==> src/rtl/wb_rr_arbiter_if.sv <==
// Bus bundle between N Wishbone masters, the round-robin arbiter and one shared slave.
// The arbiter connects through the slave modport; the surrounding masters and slave use the master modport.
interface wb_rr_arbiter_if #(
  parameter int N  = 3,
  parameter int AW = 2,
  parameter int DW = 32
);
  localparam int COLS = DW / 8;

  logic [N-1:0]      m_cyc_i;
  logic [N-1:0]      m_stb_i;
  logic [N-1:0]      m_we_i;
  logic [N*AW-1:0]   m_adr_i;
  logic [N*DW-1:0]   m_dat_i;
  logic [N*COLS-1:0] m_sel_i;
  logic [N-1:0]      m_ack_o;
  logic [DW-1:0]     m_dat_o;
  logic              s_cyc_o;
  logic              s_stb_o;
  logic              s_we_o;
  logic [AW-1:0]     s_adr_o;
  logic [DW-1:0]     s_dat_o;
  logic [COLS-1:0]   s_sel_o;
  logic              s_ack_i;
  logic [DW-1:0]     s_dat_i;

  modport slave (
    input  m_cyc_i, m_stb_i, m_we_i, m_adr_i, m_dat_i, m_sel_i, s_ack_i, s_dat_i,
    output m_ack_o, m_dat_o, s_cyc_o, s_stb_o, s_we_o, s_adr_o, s_dat_o, s_sel_o
  );

  modport master (
    output m_cyc_i, m_stb_i, m_we_i, m_adr_i, m_dat_i, m_sel_i, s_ack_i, s_dat_i,
    input  m_ack_o, m_dat_o, s_cyc_o, s_stb_o, s_we_o, s_adr_o, s_dat_o, s_sel_o
  );
endinterface

==> src/rtl/wb_rr_arbiter.sv <==
// Round-robin Wishbone classic-cycle arbiter: N masters share one slave, grant held for a whole cyc burst.
// Optional WB_ARB_TIMEOUT_EN adds a stuck-slave watchdog (TIMEOUT parameter, sticky to_o output).
module wb_rr_arbiter #(
  parameter int N  = 3,
  parameter int AW = 2,
  parameter int DW = 32
`ifdef WB_ARB_TIMEOUT_EN
  , parameter int TIMEOUT = 1024
`endif
) (
  input  logic          clk,
  input  logic          rst,
  wb_rr_arbiter_if.slave bus,
  output logic [N-1:0]  gnt_o
`ifdef WB_ARB_TIMEOUT_EN
  , output logic        to_o
`endif
);
  localparam int COLS = DW / 8;
  localparam int IW   = $clog2(N);

  typedef enum logic [0:0] {IDLE = 1'b0, BUSY = 1'b1} state_e;

  state_e        state_q, state_d;
  logic [N-1:0]  gnt_q, gnt_d;
  logic [IW-1:0] idx_q, idx_d;
  logic [IW-1:0] ptr_q, ptr_d;
  logic [IW-1:0] pick_idx_s;
  logic          pick_found_s;
  logic          own_cyc_s;
  logic          own_stb_s;
  logic          fire_s;

  assign own_cyc_s = bus.m_cyc_i[idx_q];
  assign own_stb_s = bus.m_stb_i[idx_q];
  assign gnt_o     = gnt_q;

  // First requester found when scanning upward from the priority pointer, wrapping at N.
  always_comb begin
    pick_found_s = 1'b0;
    pick_idx_s   = {IW{1'b0}};
    for (int i = 0; i < N; i++) begin
      if (!pick_found_s && bus.m_cyc_i[(int'(ptr_q) + i) % N]) begin
        pick_found_s = 1'b1;
        pick_idx_s   = IW'((int'(ptr_q) + i) % N);
      end else begin
        pick_found_s = pick_found_s;
      end
    end
  end

`ifdef WB_ARB_TIMEOUT_EN
  localparam int TW = $clog2(TIMEOUT + 1);

  logic [TW-1:0] wd_q, wd_d;
  logic          to_q;

  // The watchdog fires only on a live strobe, so a release cycle never gets a fake ack.
  assign fire_s = (state_q == BUSY) && !rst && own_cyc_s && own_stb_s && !bus.s_ack_i &&
                  (wd_q == TW'(TIMEOUT - 1));
  assign to_o   = to_q;

  // Count strobe cycles without an ack; any ack, release, idle or timeout restarts the count.
  always_comb begin
    wd_d = wd_q;
    if ((state_q != BUSY) || !own_cyc_s || bus.s_ack_i || fire_s) begin
      wd_d = {TW{1'b0}};
    end else if (own_stb_s) begin
      wd_d = wd_q + TW'(1);
    end else begin
      wd_d = wd_q;
    end
  end

  // Watchdog counter and sticky timeout flag.
  always_ff @(posedge clk) begin
    if (rst) begin
      wd_q <= {TW{1'b0}};
      to_q <= 1'b0;
    end else begin
      wd_q <= wd_d;
      to_q <= to_q | fire_s;
    end
  end
`else
  assign fire_s = 1'b0;
`endif

  // Arbitration FSM next state: grant registered from IDLE, released when the owner drops cyc.
  always_comb begin
    state_d = state_q;
    gnt_d   = gnt_q;
    idx_d   = idx_q;
    ptr_d   = ptr_q;
    case (state_q)
      IDLE: begin
        if (pick_found_s) begin
          state_d = BUSY;
          idx_d   = pick_idx_s;
          gnt_d   = {{(N-1){1'b0}}, 1'b1} << pick_idx_s;
        end else begin
          state_d = IDLE;
        end
      end
      BUSY: begin
        if (!own_cyc_s) begin
          state_d = IDLE;
          gnt_d   = {N{1'b0}};
          ptr_d   = (idx_q == IW'(N - 1)) ? {IW{1'b0}} : idx_q + IW'(1);
        end else begin
          state_d = BUSY;
        end
      end
      default: begin
        state_d = IDLE;
        gnt_d   = {N{1'b0}};
      end
    endcase
  end

  // Bus steering; reset drops cyc/stb/ack in the same cycle it is asserted.
  always_comb begin
    bus.s_cyc_o = 1'b0;
    bus.s_stb_o = 1'b0;
    bus.m_ack_o = {N{1'b0}};
    bus.m_dat_o = bus.s_dat_i;
    bus.s_we_o  = bus.m_we_i[idx_q];
    bus.s_adr_o = bus.m_adr_i[int'(idx_q) * AW +: AW];
    bus.s_dat_o = bus.m_dat_i[int'(idx_q) * DW +: DW];
    bus.s_sel_o = bus.m_sel_i[int'(idx_q) * COLS +: COLS];
    if ((state_q == BUSY) && !rst) begin
      bus.s_cyc_o        = own_cyc_s;
      bus.s_stb_o        = own_stb_s & ~fire_s;
      bus.m_ack_o[idx_q] = own_cyc_s & (bus.s_ack_i | fire_s);
    end else begin
      bus.s_cyc_o = 1'b0;
    end
    if (fire_s) begin
      bus.m_dat_o = {DW{1'b0}};
    end else begin
      bus.m_dat_o = bus.s_dat_i;
    end
  end

  // State, grant, owner index and priority pointer registers.
  always_ff @(posedge clk) begin
    if (rst) begin
      state_q <= IDLE;
      gnt_q   <= {N{1'b0}};
      idx_q   <= {IW{1'b0}};
      ptr_q   <= {IW{1'b0}};
    end else begin
      state_q <= state_d;
      gnt_q   <= gnt_d;
      idx_q   <= idx_d;
      ptr_q   <= ptr_d;
    end
  end
endmodule

==> src/flat_wrapper.sv <==
// flat-port wrapper written by rule: the top's interface ports become plain ports
module wb_rr_arbiter_flat 
#(
  parameter int N  = 3,
  parameter int AW = 2,
  parameter int DW = 32

)
  (clk, rst, gnt_o, bus_m_cyc_i, bus_m_stb_i, bus_m_we_i, bus_m_adr_i, bus_m_dat_i, bus_m_sel_i, bus_s_ack_i, bus_s_dat_i, bus_m_ack_o, bus_m_dat_o, bus_s_cyc_o, bus_s_stb_o, bus_s_we_o, bus_s_adr_o, bus_s_dat_o, bus_s_sel_o);
  wb_rr_arbiter_if #(.N(N), .AW(AW), .DW(DW)) bus_i ();
  input  logic clk;
  input  logic rst;
  output logic [N-1:0] gnt_o;
  input wire logic [$bits(bus_i.m_cyc_i)-1:0] bus_m_cyc_i;
  input wire logic [$bits(bus_i.m_stb_i)-1:0] bus_m_stb_i;
  input wire logic [$bits(bus_i.m_we_i)-1:0] bus_m_we_i;
  input wire logic [$bits(bus_i.m_adr_i)-1:0] bus_m_adr_i;
  input wire logic [$bits(bus_i.m_dat_i)-1:0] bus_m_dat_i;
  input wire logic [$bits(bus_i.m_sel_i)-1:0] bus_m_sel_i;
  input wire logic [$bits(bus_i.s_ack_i)-1:0] bus_s_ack_i;
  input wire logic [$bits(bus_i.s_dat_i)-1:0] bus_s_dat_i;
  output wire logic [$bits(bus_i.m_ack_o)-1:0] bus_m_ack_o;
  output wire logic [$bits(bus_i.m_dat_o)-1:0] bus_m_dat_o;
  output wire logic [$bits(bus_i.s_cyc_o)-1:0] bus_s_cyc_o;
  output wire logic [$bits(bus_i.s_stb_o)-1:0] bus_s_stb_o;
  output wire logic [$bits(bus_i.s_we_o)-1:0] bus_s_we_o;
  output wire logic [$bits(bus_i.s_adr_o)-1:0] bus_s_adr_o;
  output wire logic [$bits(bus_i.s_dat_o)-1:0] bus_s_dat_o;
  output wire logic [$bits(bus_i.s_sel_o)-1:0] bus_s_sel_o;
  assign bus_i.m_cyc_i = bus_m_cyc_i;
  assign bus_i.m_stb_i = bus_m_stb_i;
  assign bus_i.m_we_i = bus_m_we_i;
  assign bus_i.m_adr_i = bus_m_adr_i;
  assign bus_i.m_dat_i = bus_m_dat_i;
  assign bus_i.m_sel_i = bus_m_sel_i;
  assign bus_i.s_ack_i = bus_s_ack_i;
  assign bus_i.s_dat_i = bus_s_dat_i;
  assign bus_m_ack_o = bus_i.m_ack_o;
  assign bus_m_dat_o = bus_i.m_dat_o;
  assign bus_s_cyc_o = bus_i.s_cyc_o;
  assign bus_s_stb_o = bus_i.s_stb_o;
  assign bus_s_we_o = bus_i.s_we_o;
  assign bus_s_adr_o = bus_i.s_adr_o;
  assign bus_s_dat_o = bus_i.s_dat_o;
  assign bus_s_sel_o = bus_i.s_sel_o;
  wb_rr_arbiter #(.N(N), .AW(AW), .DW(DW)) u_core (.clk(clk), .rst(rst), .bus(bus_i), .gnt_o(gnt_o));
endmodule
==> config.mk <==
export PLATFORM = sky130hd
export DESIGN_NAME = wb_rr_arbiter_flat
export DESIGN_NICKNAME = d
export VERILOG_FILES = /design/src/rtl/wb_rr_arbiter_if.sv /design/src/rtl/wb_rr_arbiter.sv /design/src/flat_wrapper.sv
export SDC_FILE = /design/constraint.sdc
export NUM_CORES = 1
export LEC_CHECK = 0
export CORE_AREA = 4 4 90 92
export DETAILED_ROUTE_END_ITERATION = 10
export DIE_AREA = 0 0 94 96
export GPL_ROUTABILITY_DRIVEN = 0
export GPL_TIMING_DRIVEN = 1
export PLACE_DENSITY = 0.78
export SKIP_CTS_REPAIR_TIMING = 1
export SLEW_MARGIN = 15
export SYNTH_ARGS = -nofsm -noshare
export SYNTH_HDL_FRONTEND = slang
export SYNTH_SLANG_ARGS = --single-unit
export TNS_END_PERCENT = 50
==> constraint.sdc <==
create_clock -name clk -period 3.77 [get_ports clk]
set_input_delay 0.377 -clock clk [delete_from_list [all_inputs] [get_ports clk]]
set_output_delay 0.377 -clock clk [all_outputs]
set_load 0.05 [all_outputs]
### Word level (Yosys, flattened, before mapping)

Index checks and enable logic that the tools add are counted.

* input bits: 158
* register bits: 8
* logic and storage cells: 69
* output and inout port bits: 79

* bitwise operators: 4
* order comparisons: 5
* div/mod/pow operators: 3
* shift operators: 4
* multiplexer cells: 33
* $add $sub $neg: 3
* reduce and logical (&&, ||, !) cells: 10
* equal/unequal tests: 3

Operator list (count)
* $lt A32 B4 Y1 const B: 3
* $shiftx A96 B8 Y32: 1
* $mod A32 B3 Y32 const B: 2
* $mod A3 B3 Y32 const B: 1
* $mux W1: 17
* $bmux W1 S2: 6
* $shiftx A12 B5 Y4: 1
* $mux W3: 3
* $mux W2: 4
* $pmux W3 S2: 1
* $reduce_and A2 Y1: 3
* $shiftx A6 B4 Y2: 1
* $logic_and A1 B1 Y1: 4
* $add A2 B1 Y3 const B: 1
* $add A2 B2 Y3 const B: 1
* $and A3 B3 Y3: 1
* $logic_not A1 Y1: 3
* $lt A2 B3 Y1 const B: 1
* $shl A1 B2 Y3 const A: 1
* $add A2 B1 Y2 const B: 1
* $demux W1 S2: 1
* $eq A2 B2 Y1 const B: 1
* $ge A2 B1 Y1 const B: 1
* $ne A2 B1 Y1 const B: 1
* other kinds (4): 5

### Longest topological paths before layout

Gate-level depths: netlist of the first run.

* depth in word-level cells: 14
* depth in mapped cells: 8
* gate-level depth less buffers: 7

### Worst setup path before layout of the first run

No wires, ideal clock.

* path kind: register to output
* start point: register u_core.idx_q[0]
* end point: output port bus_m_ack_o[2]
* data arrival time: 2.894 ns
* cell stages (with the launch flop): 8
* required time: 3.393 ns
* setup slack: 0.499 ns
* path buffers: 2
* cells stage by stage: dfxtp_1 -> buf_2 -> nor2b_1 -> buf_2 -> a2bb2oi_1 -> nor3b_2 -> nand2_1 -> nor3b_1

* word-level cells in the longest chain between the ends: 6
* elaborated cells on any way between the ends: 10
* those cells by class: 2 x order compare; 5 x mux; 2 x bitwise; 1 x reduce/logical

Ends and longest elaborated chain
* start: declaration: RTL line wb_rr_arbiter.sv:26 `logic [IW-1:0] idx_q, idx_d;`
* start signal: assignment: RTL line wb_rr_arbiter.sv:150 `idx_q <= {IW{1'b0}};`
* start signal: assignment: RTL line wb_rr_arbiter.sv:155 `idx_q <= idx_d;`
* $lt A2 B3 Y1 (not written as such) or $ge A2 B1 Y1 (tied branches): RTL line wb_rr_arbiter.sv:134 `bus.m_ack_o[idx_q] = own_cyc_s & (bus.s_ack_i | fire_s);`
* $logic_and A1 B1 Y1 (not written as such): RTL line wb_rr_arbiter.sv:134
* $mux W1 (not written as such): RTL line wb_rr_arbiter.sv:134
* $demux W1 S2
* $and A3 B3 Y3 (no line) *
* $mux W3 *: RTL line wb_rr_arbiter.sv:131 `if ((state_q == BUSY) && !rst) begin`
* end: declaration: RTL line flat_wrapper.sv:22 `output wire logic [$bits(bus_i.m_ack_o)-1:0] bus_m_ack_o;`

Mark *: on every way between the ends. The rest lies on a longest branch, timed or not. The select of a mux whose other input is x is not followed.

### Worst setup path in the final report of the first run

Same ends and word-level chain as after synthesis.

==> metrics.yaml, run 1 <==
pre_cts_ws_ns: 1.07
antenna_found_initial: 0
leakage_nw: 1.19
grt_pass1_wl_um: 10100
fin_crit_sh_pct: 78.3
reg2reg_slack_ns: 1.72
globalRouteTotalUtil_pct: 13.9
startpoint_type: "flip-flop"
die_x_um: 94
min_path_type: "flip-flop to flip-flop"
crit_chain: "nor2b_4 -> a2bb2oi_1 -> nor3b_2 -> nand2_1 -> nor3b_1 -> buf_12"
layout.cells.most_common: "clkdlybuf4s50_1"
drv_slew: 0
cts_made_buffers: 3
ys_seq_area_share_pct: 9.61
dp_hpwl_um: 6020
crit_end: "bus_m_ack_o[2]"
fin_nets: 535
wl_per_cell_um: 15.4
tns_ns: 0
cts_tree: "built"
worstSetupEndpointType: "output pin"
clock.fmax_mhz: 339
initial_core_util_pct: 23.1
ys.warnings.count: 0
die_h_um: 96
layout-drive-gt1-share_pct: 14.6
worst_pin_slew_ns: 0.856
min_period_ns: 2.95
cts_sinks: 8
p_per_area_nw_per_um2: 602
std_cell_rows: 31
diodes: 0
drtIter0Drc: 117
synth_ff_type: "dfxtp_1"
syn_area_um2: 1670
fin_ws_ns: 0.820
core_area_um2: 7210
antenna_left: 0
status: "complete, no violations"
final.fill_count: 717
r2r-end: "u_core.idx_q[0]"
gr-total-overflow: 0
avgSynthCellArea_um2: 6.89
area_growth_pct: 93.5
pin_count: 237
clkLatencyLatePin_ns: 0.22
r2r_cells: 7
fin_worst_skew_ns: 0.000425
finalWirelength_um: 7220
report.final.hold_viol_count: 0
grt_start_max_net_pins: 43
syn_nets: 404
clk_pin_slew_ns: 0.04
irDropWorstVdd_v: 0.000258
slew_headroom_pct: 42.8
ys_ff_latch: 8
rsz0062_at_grt: "false"
synthCells: 242
root_buffer: "clkbuf_8"
avgViaCountPerCell: 4.58
cp.required_ns: 3.39
critical_path_class: "flip-flop to output pin"
timing.rr.start: "u_core.ptr_q[0]"
critPathMaxStageDelay_ns: 0.87
dieArea_um2: 9020
num_vias: 2154
async_reset_ff_share_pct: 0
slowest_stage: "dfxtp_1"
cap_violations: 0
final_util_pct: 44.7
path_max_fanout: 26
cts_htree_levels: 1
drc: 0
cts_buffer_depth: 2
critPathLaunch: "u_core.idx_q[0]"
critPathArrivalTime_ns: 2.57
netlist-cell-type-count: 34
grt_pass1_vias: 2164
setup_viol: 0
hp-start: "u_core.gnt_o[0]"
synth-edff-count: 0
io_buffer_count: 172
first_pass_iters: 4
final_cell_mix: "clkdlybuf4s50_1 (128), nand2_1 (49), mux2i_1 (46), o21ai_0 (42), buf_4 (42)"
## critical path: cells and delay by family (launching register included)
family / cells / cell delay, ns
AND/OR/NAND/NOR: 4 / 1.17
buffers and inverters: 1 / 0.19
AO/OA/AOI/OAI: 1 / 0.12
flip-flops: 1 / 0.87
## worst min-delay path by stage
| stage | endpoint | slack, ns | cells past startpoint |
|---|---|---|---|
| 2_1_floorplan | u_core.ptr_q[1] | 0.52 | 2 |
| 6_report | u_core.gnt_o[0] | 0.47 | 2 |
| 3_3_place_gp | u_core.gnt_o[1] | 0.46 | 2 |
| 4_1_cts | u_core.gnt_o[0] | 0.47 | 2 |
| 5_1_grt | u_core.gnt_o[0] | 0.52 | 2 |
| 3_5_place_dp | u_core.gnt_o[0] | 0.47 | 2 |
## Yosys cell counts (3+ instances only)
| library cell | number | area (um^2) |
|---|---|---|
| ha_1 | 4 | 50.1 |
| buf_2 | 7 | 35.0 |
| a21oi_1 | 6 | 30.0 |
| buf_4 | 32 | 240 |
| nor2_1 | 5 | 18.8 |
| inv_1 | 3 | 11.3 |
| dfxtp_1 | 8 | 160 |
| o21ai_0 | 42 | 210 |
| clkbuf_1 | 9 | 33.8 |
| nor2b_1 | 3 | 18.8 |
| nand2_1 | 49 | 184 |
| mux2i_1 | 46 | 460 |
## through the flow
stage               cell area [um^2]  total power [mW]  hold slack, ns  std cells
finish                          3220              1.94           0.470        470
global route                    3220              2.05           0.515        470
CTS                             3220              1.96           0.472        470
detailed placement              3180              1.85           0.466        467
global placement                3180              1.84           0.460        467
floorplan                       1670              1.38           0.518        242
## layout make-up
type | count | area (um^2) | share of cell area [%]
Inverter | 3 | 11.3 | 0.349
Multi-Input combinational cell | 182 | 1190 | 36.9
Sequential cell | 8 | 161 | 5.01
Timing Repair Buffer | 175 | 1700 | 52.6
Tap cell | 99 | 124 | 3.84
Clock buffer | 3 | 41.3 | 1.28
## power breakdown
part / leakage (nW) / switching [mW] / internal, mW
Combinational: 1.10 / 1.07 / 0.588
Sequential: 0.0661 / 0.0698 / 0.113
Clock: 0.0216 / 0.0313 / 0.0690
## routing by layer
layer / wire length, um / track usage, % / share of wire (%)
met5: 0 / 0 / 0
met2: 3470 / 24.9 / 48
met1: 2680 / 15.4 / 37
met4: 121 / 3.49 / 1.7
met3: 954 / 5.55 / 13
## sequential cells by signal, indices dropped and copies added, names as in the netlist
signal and cells:
u_core.idx_q 2, u_core.state_q 1, u_core.ptr_q 2, u_core.gnt_o 3
## kinds of logic (layout without fill, tap and decap cells)
family                     Yosys count  count (layout)  share of synthesized area, %
buffers and inverters               52             181                          19.4
DFF                                  8               8                          9.61
muxes                               46              46                          27.6
and+or+nand+nor                     67              67                          17.3
adders and majority gates            4               4                          3.00
AOI/OAI and AO/OA                   65              65                          23.0
(Power assumes the default switching activity.)
==> run 2: changes to the inputs <==
==> constraint.sdc (replaced) <==
create_clock -name clk -period 2.76 [get_ports clk]
set_input_delay 0.276 -clock clk [delete_from_list [all_inputs] [get_ports clk]]
set_output_delay 0.276 -clock clk [all_outputs]
set_load 0.05 [all_outputs]
==> run 2 against run 1 <==
  * Global-route usage increased by 2.1 points
  * Critical path type is now primary input to output pin
  * Die area unchanged
  * First-iteration DRC count decreased by 66%
  * Design area increased by 16%
  * Worst hold slack improved by 0.017 ns
==> metrics.yaml, run 2 (synthesis gave the netlist of run 1 again) <==
std_cell_rows: 31  # unchanged
layout.cells.non_filler: 474  # was 470
report.final.hold_viol_count: 0  # unchanged
fin_worst_skew_ns: 0.00181  # was 0.000425 ns
timing.rr.start: "u_core.ptr_q[0]"  # unchanged
initial_core_util_pct: 23.1  # unchanged
reg2reg_slack_ns: 0.67  # was 1.72 ns
slowest_stage: "clkdlybuf4s50_1"  # was dfxtp_1
dieArea_um2: 9020  # unchanged
first_pass_iters: 4  # unchanged
fin_nets: 539  # was 535
status: "complete, no violations"  # unchanged
drv_slew: 0  # unchanged
leakage_nw: 1.39  # was 1.19 nW
clock.fmax_mhz: 452
cp.required_ns: 2.48  # was 3.39 ns
p_per_area_nw_per_um2: 906  # was 602 nW/um^2
layout.cells.most_common: "clkdlybuf4s50_1"  # unchanged
antenna_left: 0  # unchanged
pin_count: 237  # unchanged
critical_path_class: "primary input to output pin"  # was flip-flop to output pin
grt_pass1_vias: 2207  # was 2164
cts_htree_levels: 1  # unchanged
r2r-end: "u_core.gnt_o[1]"  # was u_core.idx_q[0]
place_inst: 471  # was 467
critPathArrivalTime_ns: 1.94  # was 2.57 ns
fin_crit_sh_pct: 80.2
irDropWorstVdd_v: 0.000564  # was 0.000258 V
min_period_ns: 2.21
r2r_cells: 7  # unchanged
min_path_type: "flip-flop to flip-flop"  # unchanged
dp_hpwl_um: 6740  # was 6020 um
startpoint_type: "primary input"  # was flip-flop
hold_end: "u_core.gnt_o[2]"  # was u_core.gnt_o[0]
core_area_um2: 7210  # unchanged
die_h_um: 96  # unchanged
hp-start: "u_core.gnt_o[2]"  # was u_core.gnt_o[0]
diodes: 0  # unchanged
wl_per_cell_um: 16.9  # was 15.4 um
finalPower_mw: 3.39  # was 1.94 mW
cap_violations: 0  # unchanged
cts_sinks: 8  # unchanged
io_buffer_count: 172  # unchanged
slew_headroom_pct: 61.1  # was 42.8%
drc: 0  # unchanged
worstSetupEndpointType: "output pin"  # unchanged
rsz0062_at_grt: "false"  # unchanged
avgViaCountPerCell: 4.61  # was 4.58
root_buffer: "clkbuf_8"  # unchanged
cts_buffer_depth: 2  # unchanged
globalRouteTotalUtil_pct: 16.1  # was 13.9%
clkLatencyLatePin_ns: 0.23  # was 0.22 ns
setup_viol: 0  # unchanged
clk_pin_slew_ns: 0.04  # about the same
hold_depth: 2  # unchanged
grt_start_max_net_pins: 26  # was 43
cts_tree: "built"  # unchanged
antenna_found_initial: 0  # unchanged
critPathMaxStageDelay_ns: 0.57  # was 0.87 ns
path_max_fanout: 6  # was 26
gr-total-overflow: 0  # unchanged
final_cell_mix: "clkdlybuf4s50_1 (128), nand2_1 (49), mux2i_1 (46), buf_12 (44), o21ai_0 (42)"  # was clkdlybuf4s50_1 (128), nand2_1 (49), mux2i_1 (46), o21ai_0 (42), buf_4 (42)
worst_pin_slew_ns: 0.577  # was 0.856 ns
drtIter0Drc: 40  # was 117
layout-drive-gt1-share_pct: 15.7  # was 14.6%
cts_made_buffers: 3  # unchanged
grt_pass1_wl_um: 11500  # was 10100 um
crit_chain: "clkdlybuf4s50_1 -> mux2i_1 -> a2bb2oi_1 -> nor3b_2 -> nand2_1 -> nor3_1 -> buf_12"  # was nor2b_4 -> a2bb2oi_1 -> nor3b_2 -> nand2_1 -> nor3b_1 -> buf_12
num_vias: 2186  # was 2154
largest_register_ffs: 3  # unchanged
die_x_um: 94  # unchanged
area_growth_pct: 125  # was 93.5%
finalWirelength_um: 7990  # was 7220 um
==> run 2: changes by cell type in the layout (fill, tap and decap cells not counted), sizes merged <==
cell / previous run / this run
buf: 47 / 51
==> run 2: how the worst max path moves through the flow <==
| stage | startpoint | depth (start not counted) | end | slack [ns] |
|---|---|---|---|---|
| 2_1_floorplan | u_core.idx_q[0] | 7 | bus_m_ack_o[0] | -0.32 |
| 4_1_cts | u_core.idx_q[0] | 7 | bus_m_ack_o[0] | 0.53 |
| 5_1_grt | u_core.idx_q[0] | 7 | bus_m_ack_o[0] | 0.42 |
| 3_5_place_dp | bus_m_cyc_i[2] | 7 | bus_m_ack_o[0] | 0.54 |
| 3_3_place_gp | bus_m_cyc_i[2] | 7 | bus_m_ack_o[0] | 0.56 |
| 6_report | bus_m_cyc_i[0] | 7 | bus_m_ack_o[0] | 0.55 |
==> run 2: where the power goes <==
group          internal (mW)  switching (mW)  total, mW
Clock                 0.0946          0.0469      0.141
Sequential             0.155          0.0346      0.190
Combinational           1.37            1.69       3.06
==> run 2: critical path: cells and delay by family <==
family,cells,cell delay (ns)
AO/OA/AOI/OAI,1,0.18
buffers and inverters,2,0.75
multiplexers,1,0.11
AND/OR/NAND/NOR,3,0.62
==> run 2: final cells by class <==
| class | count | area [um^2] |
|---|---|---|
| fill | 658 | 3470 |
| timing repair buffer | 179 | 2210 |
| multi-input combinational | 182 | 1190 |
| sequential | 8 | 161 |
| tap | 99 | 124 |
| clock buffer | 3 | 41.3 |
| inverter | 3 | 11.3 |
==> run 2: metal layers <==
layer	part of all wire (%)	track usage [%]	up-vias
met4	2.2	4.81	0
met3	9.0	3.44	20
met1	34	17.2	994
met5	0	0	-
met2	55	31.3	90
li1	-	-	1082
==> run 2: metrics by stage <==
| step | worst slack (ns) | utilization, % | instance area, um^2 | hold slack, ns | TNS [ns] |
|---|---|---|---|---|---|
| floorplan | -0.317 | - | 1670 | 0.518 | -0.317 |
| global placement | 0.558 | 51.4 | 3710 | 0.473 | 0 |
| detailed placement | 0.540 | 51.4 | 3710 | 0.475 | 0 |
| CTS | 0.528 | 51.9 | 3750 | 0.486 | 0 |
| global route | 0.415 | 51.9 | 3750 | 0.515 | 0 |
| finish | 0.546 | 51.9 | 3750 | 0.487 | 0 |
==> RTL edit, RTL diff (config.mk and constraints of run 2) <==
`AW` is set to 2 in 3 places; all go to 1.
--- a/src/rtl/wb_rr_arbiter_if.sv
+++ b/src/rtl/wb_rr_arbiter_if.sv
@@ -2,7 +2,7 @@
 // The arbiter connects through the slave modport; the surrounding masters and slave use the master modport.
 interface wb_rr_arbiter_if #(
   parameter int N  = 3,
-  parameter int AW = 2,
+  parameter int AW = 1,
   parameter int DW = 32
 );
   localparam int COLS = DW / 8;
--- a/src/rtl/wb_rr_arbiter.sv
+++ b/src/rtl/wb_rr_arbiter.sv
@@ -2,7 +2,7 @@
 // Optional WB_ARB_TIMEOUT_EN adds a stuck-slave watchdog (TIMEOUT parameter, sticky to_o output).
 module wb_rr_arbiter #(
   parameter int N  = 3,
-  parameter int AW = 2,
+  parameter int AW = 1,
   parameter int DW = 32
 `ifdef WB_ARB_TIMEOUT_EN
   , parameter int TIMEOUT = 1024
--- a/src/flat_wrapper.sv
+++ b/src/flat_wrapper.sv
@@ -2,7 +2,7 @@
 module wb_rr_arbiter_flat 
 #(
   parameter int N  = 3,
-  parameter int AW = 2,
+  parameter int AW = 1,
   parameter int DW = 32
 
 )
Ports: changed (resized bus_m_adr_i and bus_s_adr_o); port bits go from 237 to 233. No check against the original RTL was run, so the function may have changed too.
==> RTL edit against run 2 <==
Clock power barely moved; worst setup slack got worse by 0.12 ns; sequential cell count unchanged; global-route usage is 1.7 points lower; routed wire length down 7.7%; power is 3.4% lower; design area is 2.4% lower; synthesized area down 1.1%; critical path depth unchanged; clock skew about the same; largest cell class unchanged.
==> RTL edit: results (changes against run 2) <==
Cells after DPL - 461 (was 471)
GR Overflow Total - 0 (unchanged)
CTS max path bufs - 2 (unchanged)
TritonCTS buffer count - 3 (unchanged)
overall routed net length - 7370 um (was 7990 um)
reg2reg path depth - 7 (unchanged)
starting DRC count in detailed routing - 35 (was 40)
FF-to-FF Start - u_core.ptr_q[0] (unchanged)
antenna violations before repair - 0 (unchanged)
Synth Flop Type - dfxtp_1 (unchanged)
Synth top cells by count - 48 x nand2_1, 45 x mux2i_1, 41 x o21ai_0 (was 49 x nand2_1, 46 x mux2i_1, 42 x o21ai_0)
Synth Area in Compound Gates - 22.9% (was 23.0%)
VDD IR max - 0.441 mV (was 0.564 mV)
clk_lat worst skew - 0.23 ns (about the same)
vias in the first global route - 2161 (was 2207)
detailed placement HPWL - 6180 um (was 6740 um)
Hold WC Path Type - flop to flop (unchanged)
Global Route Usage Sum - 14.4% (was 16.1%)
Pleak - 0.00134 uW (was 0.00139 uW)
end of the worst hold path - u_core.gnt_o[1] (was u_core.gnt_o[2])
PortBufs - 168 (was 172)
syn avg cell area - 6.89 um^2 (about the same)
Adder-Cell Fraction of Synth Area - 3.04% (was 3.00%)
drt pass-1 iters - 4 (unchanged)
layout cell share with drive strength beyond 1 - 15.1% (was 15.7%)
Worst-path clk slew - 0.04 ns (about the same)
# diodes - 0 (unchanged)
register area share after synthesis - 9.72% (was 9.61%)
status - finished clean (unchanged)
Post-Synth XOR/XNOR Area - 0% (unchanged)
CTS H-Tree Depth - 1 (unchanged)
relative slew slack - 65.5% (was 61.1%)
root buffer cell - clkbuf_8 (unchanged)
max reg flops - 3 (unchanged)
routed vias/inst - 4.64 (was 4.61)
count of warnings emitted by yosys - 0 (unchanged)
Post-Syn Nets - 398 (was 404)
final setup skew - 0.00194 ns (was 0.00181 ns)
post-synthesis mux area share - 27.3% (was 27.6%)
Critical Path Fanout Max - 6 (unchanged)
Worst Hold Launch - u_core.gnt_o[1] (was u_core.gnt_o[2])
Post-DRT Antenna Nets - 0 (unchanged)
Worst R2R End - u_core.gnt_o[0] (was u_core.gnt_o[1])
pre-CTS WS - 0.426 ns (was 0.540 ns)
Worst EP arrival - 2.06 ns (was 1.94 ns)
WL/cell - 15.9 um (was 16.9 um)
CP startpoint - bus_m_cyc_i[2] (was bus_m_cyc_i[0])
Worst R2R Setup Slack - 0.67 ns (about the same)
top cells by area, synth - mux2i_1 27%, buf_4 15%, o21ai_0 12%, nand2_1 11%, dfxtp_1 9.7% (was mux2i_1 28%, buf_4 14%, o21ai_0 13%, nand2_1 11%, dfxtp_1 9.6%)
worst hold stages - 2 (unchanged)
largest net degree at the start of global routing - 43 (was 26)
first-pass GRT wire length - 10500 um (was 11500 um)
Distinct cells, synth - 33 (was 34)
asr flop ratio synth - 0% (unchanged)
Final nets - 526 (was 539)
Placed Area - 3610 um^2 (was 3710 um^2)
## RTL edit: cell types whose count changed after synthesis
cell,run 2,this run
o21ai_0,42,41
clkbuf_1,9,10
buf_1,1,0
nand2_1,49,48
mux2i_1,46,45
## RTL edit: stage by stage
| step | power (uW) | TNS (ns) | hold slack, ns |
|---|---|---|---|
| floorplan | 1860 | -0.300 | 0.518 |
| CTS | 3300 | 0 | 0.483 |
| detailed placement | 3150 | 0 | 0.470 |
| global placement | 3110 | 0 | 0.475 |
| finish | 3280 | 0 | 0.478 |
| global route | 3420 | 0 | 0.501 |
## RTL edit: where the power goes
part	total [uW]	internal, uW	switching [uW]
Clock	141	94.6	46.7
Sequential	192	155	37.3
Combinational	2950	1330	1620
## RTL edit: final cells by class
type / instances / area, um^2
clock buffers: 3 / 41.3
fillers: 661 / 3560
inverters: 3 / 11.3
multi-input cells: 179 / 1180
flip-flops and latches: 8 / 161
well taps: 99 / 124
repair buffers: 172 / 2140
## RTL edit: cells by family (layout without fill, tap and decap cells)
kind of cell,count (synthesis),count (layout)
AO/OA/AOI/OAI,64,64
buffers and inverters,52,178
multiplexers,45,45
adder cells (fa/ha/maj),4,4
flip-flops,8,8
AND/OR/NAND/NOR,66,66
## RTL edit: worst max-delay path by stage
stage / end / slack (ns) / cells after the start
6_report: bus_m_ack_o[0] / 0.42 / 7
2_1_floorplan: bus_m_ack_o[0] / -0.30 / 7
5_1_grt: bus_m_ack_o[0] / 0.31 / 7
4_1_cts: bus_m_ack_o[0] / 0.42 / 7
3_5_place_dp: bus_m_ack_o[0] / 0.43 / 7
3_3_place_gp: bus_m_ack_o[0] / 0.46 / 7
## RTL edit: per-layer routing
| metal | track usage (%) | up-vias | routed length (um) |
|---|---|---|---|
| li1 | - | 1058 | - |
| met1 | 15.4 | 972 | 2630 |
| met2 | 28.9 | 109 | 4050 |
| met3 | 3.13 | 14 | 616 |
| met4 | 2.17 | 0 | 70 |
| met5 | 0 | - | 0 |
## RTL edit: critical path, stage by stage
cell             delay, ns
clkdlybuf4s50_1       0.57
mux2i_1               0.11
a2bb2oi_1             0.16
nor3b_2               0.34
nand2_1               0.13
nor3_1                0.28
buf_12                0.18
